===== src/rtl/booth_pkg.sv =====
// Shared types for the radix-4 Booth datapath: FSM state encoding, partial-product
// select encoding and the Booth recode lookup.
package booth_pkg;

  typedef enum logic [1:0] {
    IDLE = 2'b00,
    RUN  = 2'b01,
    DONE = 2'b10
  } state_e;

  typedef enum logic [2:0] {
    PP_ZERO,
    PP_POS1,
    PP_POS2,
    PP_NEG1,
    PP_NEG2
  } pp_sel_e;

  // Window is {b[2i+1], b[2i], b[2i-1]}.
  function automatic pp_sel_e booth_recode(input logic [2:0] win);
    pp_sel_e sel;
    sel = PP_ZERO;
    case (win)
      3'b001, 3'b010: sel = PP_POS1;
      3'b011:         sel = PP_POS2;
      3'b100:         sel = PP_NEG2;
      3'b101, 3'b110: sel = PP_NEG1;
      default:        sel = PP_ZERO;
    endcase
    return sel;
  endfunction

endpackage


===== src/rtl/cla4_carry.sv =====
// 4-bit carry-lookahead block: bit carries and group carry-out from per-bit p/g.
module cla4_carry (
  input  logic [3:0] p,
  input  logic [3:0] g,
  input  logic       cin,
  output logic [3:1] c,
  output logic       cout
);

  always_comb begin
    c[1] = g[0] | (p[0] & cin);
    c[2] = g[1] | (p[1] & g[0]) | (p[1] & p[0] & cin);
    c[3] = g[2] | (p[2] & g[1]) | (p[2] & p[1] & g[0]) | (p[2] & p[1] & p[0] & cin);
    cout = g[3] | (p[3] & g[2]) | (p[3] & p[2] & g[1]) | (p[3] & p[2] & p[1] & g[0])
         | (p[3] & p[2] & p[1] & p[0] & cin);
  end

endmodule


===== src/rtl/cla_add_n.sv =====
// N-bit adder (N a multiple of 4) built from 4-bit CLA groups with rippled group carries.
module cla_add_n #(
  parameter int N = 20
) (
  input  logic [N-1:0] x,
  input  logic [N-1:0] y,
  input  logic         cin,
  output logic [N-1:0] sum,
  output logic         cout
);

  localparam int NG = N / 4;

  logic [N-1:0] p;
  logic [N-1:0] g;
  logic [N:0]   c;

  always_comb begin
    p = x ^ y;
    g = x & y;
  end

  assign c[0] = cin;

  for (genvar gi = 0; gi < NG; gi++) begin : g_grp
    cla4_carry u_cla4 (
      .p    (p[4*gi+3 : 4*gi]),
      .g    (g[4*gi+3 : 4*gi]),
      .cin  (c[4*gi]),
      .c    (c[4*gi+3 : 4*gi+1]),
      .cout (c[4*gi+4])
    );
  end

  always_comb begin
    sum  = p ^ c[N-1:0];
    cout = c[N];
  end

endmodule


===== src/rtl/booth_r4_seq_mult.sv =====
// Sequential signed radix-4 Booth multiplier: two multiplier bits retired per clock,
// start/busy/done handshake, product held until the next result.
module booth_r4_seq_mult
  import booth_pkg::*;
#(
  parameter int WIDTH = 16
) (
  input  logic                 clk,
  input  logic                 rst,
  input  logic                 start,
  input  logic [WIDTH-1:0]     a,
  input  logic [WIDTH-1:0]     b,
  output logic                 busy,
  output logic                 done,
  output logic [2*WIDTH-1:0]   product
);

  localparam int ITER = WIDTH / 2;
  localparam int AW   = WIDTH + 2;
  localparam int DW   = ((AW + 3) / 4) * 4;
  localparam int CW   = $clog2(ITER);
  localparam logic [CW-1:0] COUNT_INIT = CW'(ITER - 1);

  state_e               state_q, state_d;
  logic [AW-1:0]        m_q, m_d;
  logic [AW-1:0]        acc_hi_q, acc_hi_d;
  logic [WIDTH-1:0]     acc_lo_q, acc_lo_d;
  logic                 prev_q, prev_d;
  logic [CW-1:0]        count_q, count_d;
  logic [2*WIDTH-1:0]   product_q, product_d;

  pp_sel_e              pp_sel;
  logic [AW-1:0]        m2;
  logic [AW-1:0]        pp;
  logic                 pp_cin;
  logic [DW-1:0]        add_x, add_y;
  logic [AW-1:0]        add_sum;
  logic [DW-AW-1:0]     add_pad_unused;
  logic                 add_cout_unused;
  logic [AW-1:0]        shift_hi;
  logic [WIDTH-1:0]     shift_lo;

  // Negative multiples are one's-complemented here; the +1 enters as the adder carry-in.
  always_comb begin
    pp_sel = booth_recode({acc_lo_q[1:0], prev_q});
    m2     = {m_q[AW-2:0], 1'b0};
    pp     = '0;
    pp_cin = 1'b0;
    case (pp_sel)
      PP_POS1: pp = m_q;
      PP_POS2: pp = m2;
      PP_NEG1: begin pp = ~m_q; pp_cin = 1'b1; end
      PP_NEG2: begin pp = ~m2;  pp_cin = 1'b1; end
      default: pp = '0;
    endcase
    add_x = {{(DW-AW){acc_hi_q[AW-1]}}, acc_hi_q};
    add_y = {{(DW-AW){pp[AW-1]}}, pp};
  end

  cla_add_n #(.N(DW)) u_add (
    .x    (add_x),
    .y    (add_y),
    .cin  (pp_cin),
    .sum  ({add_pad_unused, add_sum}),
    .cout (add_cout_unused)
  );

  always_comb begin
    shift_hi = {{2{add_sum[AW-1]}}, add_sum[AW-1:2]};
    shift_lo = {add_sum[1:0], acc_lo_q[WIDTH-1:2]};
  end

  always_comb begin
    state_d   = state_q;
    m_d       = m_q;
    acc_hi_d  = acc_hi_q;
    acc_lo_d  = acc_lo_q;
    prev_d    = prev_q;
    count_d   = count_q;
    product_d = product_q;
    case (state_q)
      IDLE: begin
        if (start) begin
          m_d      = {{2{a[WIDTH-1]}}, a};
          acc_hi_d = '0;
          acc_lo_d = b;
          prev_d   = 1'b0;
          count_d  = COUNT_INIT;
          state_d  = RUN;
        end
      end
      RUN: begin
        acc_hi_d = shift_hi;
        acc_lo_d = shift_lo;
        prev_d   = acc_lo_q[1];
        count_d  = count_q - CW'(1);
        if (count_q == '0) begin
          state_d   = DONE;
          product_d = {shift_hi[WIDTH-1:0], shift_lo};
        end
      end
      DONE:    state_d = IDLE;
      default: state_d = IDLE;
    endcase
  end

  always_ff @(posedge clk or posedge rst) begin
    if (rst) begin
      state_q   <= IDLE;
      m_q       <= '0;
      acc_hi_q  <= '0;
      acc_lo_q  <= '0;
      prev_q    <= 1'b0;
      count_q   <= '0;
      product_q <= '0;
    end else begin
      state_q   <= state_d;
      m_q       <= m_d;
      acc_hi_q  <= acc_hi_d;
      acc_lo_q  <= acc_lo_d;
      prev_q    <= prev_d;
      count_q   <= count_d;
      product_q <= product_d;
    end
  end

  always_comb begin
    busy    = (state_q != IDLE);
    done    = (state_q == DONE);
    product = product_q;
  end

endmodule

===== config.mk =====
export PLATFORM = sky130hd
export DESIGN_NAME = booth_r4_seq_mult
export DESIGN_NICKNAME = d
export VERILOG_FILES = /design/src/rtl/booth_pkg.sv /design/src/rtl/cla4_carry.sv /design/src/rtl/cla_add_n.sv /design/src/rtl/booth_r4_seq_mult.sv
export SDC_FILE = /design/constraint.sdc
export NUM_CORES = 1
export LEC_CHECK = 0
export BUFFER_PORTS_ARGS = -buffer_cell sky130_fd_sc_hd__buf_2
export CORE_ASPECT_RATIO = 1.5
export CORE_UTILIZATION = 57
export DETAILED_ROUTE_END_ITERATION = 16
export PLACE_DENSITY = 0.8
export SLEW_MARGIN = 10
export SYNTH_ARGS = -nofsm -noshare
export SYNTH_HDL_FRONTEND = slang
export SYNTH_SLANG_ARGS = --single-unit
export TNS_END_PERCENT = 5

===== constraint.sdc =====
create_clock -name clk -period 4.8 [get_ports clk]
set_input_delay 0.24 -clock clk [delete_from_list [all_inputs] [get_ports clk]]
set_output_delay 0.24 -clock clk [all_outputs]
set_load 0.02 [all_outputs]

==> results.rst <==
.. list-table::
   :header-rows: 1

   * - Metric
     - Value
   * - Total number of vias
     - 3549
   * - Final number of max-transition violations
     - 0
   * - Antenna cell count
     - 0
   * - Maximum net fanout on the critical path
     - 15
   * - Global-route total usage across every layer
     - 0.2597
   * - Floorplan die area
     - 8346 um2
   * - Period utilization
     - 0.8582
   * - Hold violation total from the final report
     - 0
   * - Warning count from the yosys run
     - 0
   * - Wire length of the first global-routing pass
     - 16.27 mm
   * - Post-layout nets
     - 580
   * - Clock root buffer
     - clkbuf_16
   * - Vertical extent of the die
     - 111.4 um
   * - Via/cell ratio
     - 5.651
   * - Final weighted congestion in routability-driven placement
     - 0.8596
   * - Setup slack of the critical path after layout
     - 0.6805 ns
   * - Clock skew after layout
     - 0.006742 ns
   * - Setup repair after global routing missed its margin
     - no
   * - Min Clock Period, post-route
     - 4.120 ns
   * - Post-DR wirelength/cell
     - 15.81 um
   * - Fill cells
     - 598
   * - Post-synth EDFFs
     - 0
   * - Number of non-filler instances in the completed layout
     - 628
   * - Worst Setup End Kind
     - register
   * - Post-Syn Area
     - 4547 um2
   * - Instance count of the mapped netlist
     - 461
   * - First-pass iteration count of the detailed router
     - 4
   * - Floorplan die width
     - 74.93 um
   * - Post-layout util
     - 0.6864
   * - Library cells used by synthesis
     - 41
   * - Kind of path behind the tightest hold check
     - primary input to register
   * - Relative area change from synthesis to final layout
     - 15.66%
   * - TritonCTS clock tree
     - built
   * - Post-synthesis sequential area ratio
     - 0.4733
   * - TritonCTS buffer count
     - 9
   * - Vias in the first global route
     - 3458
   * - Port Buffers
     - 68
   * - Detailed-placement wirelength estimate
     - 7.058 mm
   * - Predominant post-synthesis flop cell
     - dfrtp_1
   * - Max-cap violation count
     - 0
   * - Syn_nets
     - 520
   * - Cell Count Post-Placement
     - 611
   * - DRC violation count after routing
     - 0
   * - Num rows
     - 39
   * - Number of gates resized after CTS
     - 0
   * - Kind of start point of the critical path
     - register
   * - Pin count of the biggest net entering global routing
     - 53
   * - Mean post-synth cell area
     - 9.863 um2
   * - Source-to-sink clock delay at the later pin of the worst-skew pair
     - 0.34 ns
   * - Top-Level Pins
     - 69
   * - Category of the critical setup timing path
     - register to register
   * - Status
     - completed
   * - Most frequent cells in the layout
     - nand2_1, dfrtp_1, buf_2
   * - Multi-input gate area in the final layout
     - 2250 um2
   * - Worst Setup Slack post-DPL
     - 0.7437 ns
   * - Starting DRT DRC Count
     - 218
   * - Max Freq
     - 0.2427 GHz
   * - CTS H-tree lvls
     - 3
   * - Total Negative Setup Slacks
     - 0 ns
   * - Flip-flop and latch count after synthesis
     - 86
   * - Min-Delay Startpoint
     - a[13]
   * - CTS max path bufs
     - 2
   * - Commonest non-fill, non-tap cell in the layout
     - nand2_1
   * - Fraction of layout cells with a size suffix above 1
     - 0.2167
   * - Sinks on Clock Net
     - 86
   * - Number of nets with antenna violations after routing
     - 0
   * - Grt ovf
     - 0
   * - Required time of the critical path
     - 5.01 ns
   * - Worst R2R Start
     - acc_lo_q[0]
   * - Clock transition at path regs
     - 0.06 ns
   * - Core area
     - 7661 um2
   * - Actual slew at the worst max-slew pin
     - 1.118 ns
   * - Effective utilization at floorplan
     - 0.5935
   * - Routed WL
     - 9.926 mm
   * - FF/Latch Area
     - 2152 um2
   * - Proportion of synthesized flip-flops having asynchronous set or reset
     - 1.000
   * - Worst EP arrival
     - 4.33 ns
   * - Worst setup path startpoint
     - acc_lo_q[0]
   * - Number of antenna violations at the first check in global routing
     - 0
   * - Headroom to the max-slew limit
     - 0.2524
   * - Final setup fails
     - 0
[stage by stage]
stage	cell area [um2]	hold slack (ns)
after floorplan	4547	0.3861
after global placement	4965	0.3151
after detailed placement	4965	0.3264
after CTS	5259	0.1302
after global routing	5259	0.1283
final	5259	0.1342
[layer usage]
layer	wire, um	part of all wire	global-route usage
met5	0	0	0
met4	240	0.024	0.09811
met2	5065	0.51	0.4282
met1	4056	0.41	0.3321
met3	565	0.057	0.05068
[cell families (layout without fill, tap and decap cells)]
group | after synthesis | count (layout) | synth area share
AND/OR/NAND/NOR | 153 | 153 | 0.1384
AO/OA/AOI/OAI | 101 | 101 | 0.1535
flip-flops | 86 | 86 | 0.4733
buffers and inverters | 39 | 104 | 0.03412
multiplexers | 31 | 31 | 0.07265
XOR/XNOR | 27 | 27 | 0.05201
adder cells (fa/ha/maj) | 24 | 24 | 0.07595
[worst max-delay path: stages, from the launching register on]
cell,delay (ns)
dfrtp_1,0.52
xor2_1,0.91
a221o_1,0.28
ha_1,0.24
o21a_1,0.13
nor2_1,0.07
o311ai_1,0.46
and3_4,0.31
a21o_1,0.15
a21oi_1,0.07
o21bai_1,0.23
fa_1,0.48
nand2_1,0.07
o21ai_0,0.07
[flip-flops by register name, indices dropped and copies added (netlist names)]
register	count
product	32
acc_hi_q	16
acc_lo_q	16
m_q	16
count_q	3
state_q	2
prev_q	1
[worst paths after layout]
path                                endpoint  slack, ns  depth (start not counted)
worst max-delay path            acc_hi_q[14]       0.68                         13
worst min-delay path                 m_q[13]       0.13                          2
worst max register to register  acc_hi_q[14]       0.68                         13
worst min register to register   product[26]       0.47                          2
max in group asynchronous        acc_lo_q[5]       3.22                          4
min in group asynchronous         product[1]       0.51                          3
[Yosys cell counts, drive strengths merged (2+ instances only)]
master / count / area, um2
a21o: 7 / 52.55
a21oi: 11 / 55.05
a221o: 16 / 160.2
a31oi: 2 / 12.51
and3: 4 / 30.03
buf: 5 / 27.52
clkbuf: 21 / 78.83
dfrtp: 86 / 2152
fa: 6 / 120.1
ha: 18 / 225.2
inv: 13 / 48.80
mux2: 16 / 180.2
mux2i: 15 / 150.1
nand2: 110 / 412.9
nand4: 2 / 12.51
nor2: 25 / 93.84
nor2b: 5 / 31.28
o21a: 3 / 22.52
o21ai: 38 / 190.2
o21bai: 2 / 15.01
o22ai: 12 / 75.07
o31ai: 3 / 22.52
or2: 2 / 12.51
xnor2: 7 / 61.31
xor2: 20 / 175.2
[area by class of cell]
class | instances | area share
inverters | 13 | 0.009517
well taps | 102 | 0.02427
clock inverters | 4 | 0.009041
flip-flops and latches | 86 | 0.4092
clock buffers | 12 | 0.04497
repair buffers | 75 | 0.07518
multi-input cells | 336 | 0.4278
[repair_timing]
item,CTS,global route
buffers inserted,0,0
endpoints found under the hold margin,34,0
hold buffers,1,0
Power is not shown: default switching activity piles up to over one toggle a cycle in this logic, so the estimate is an artifact.
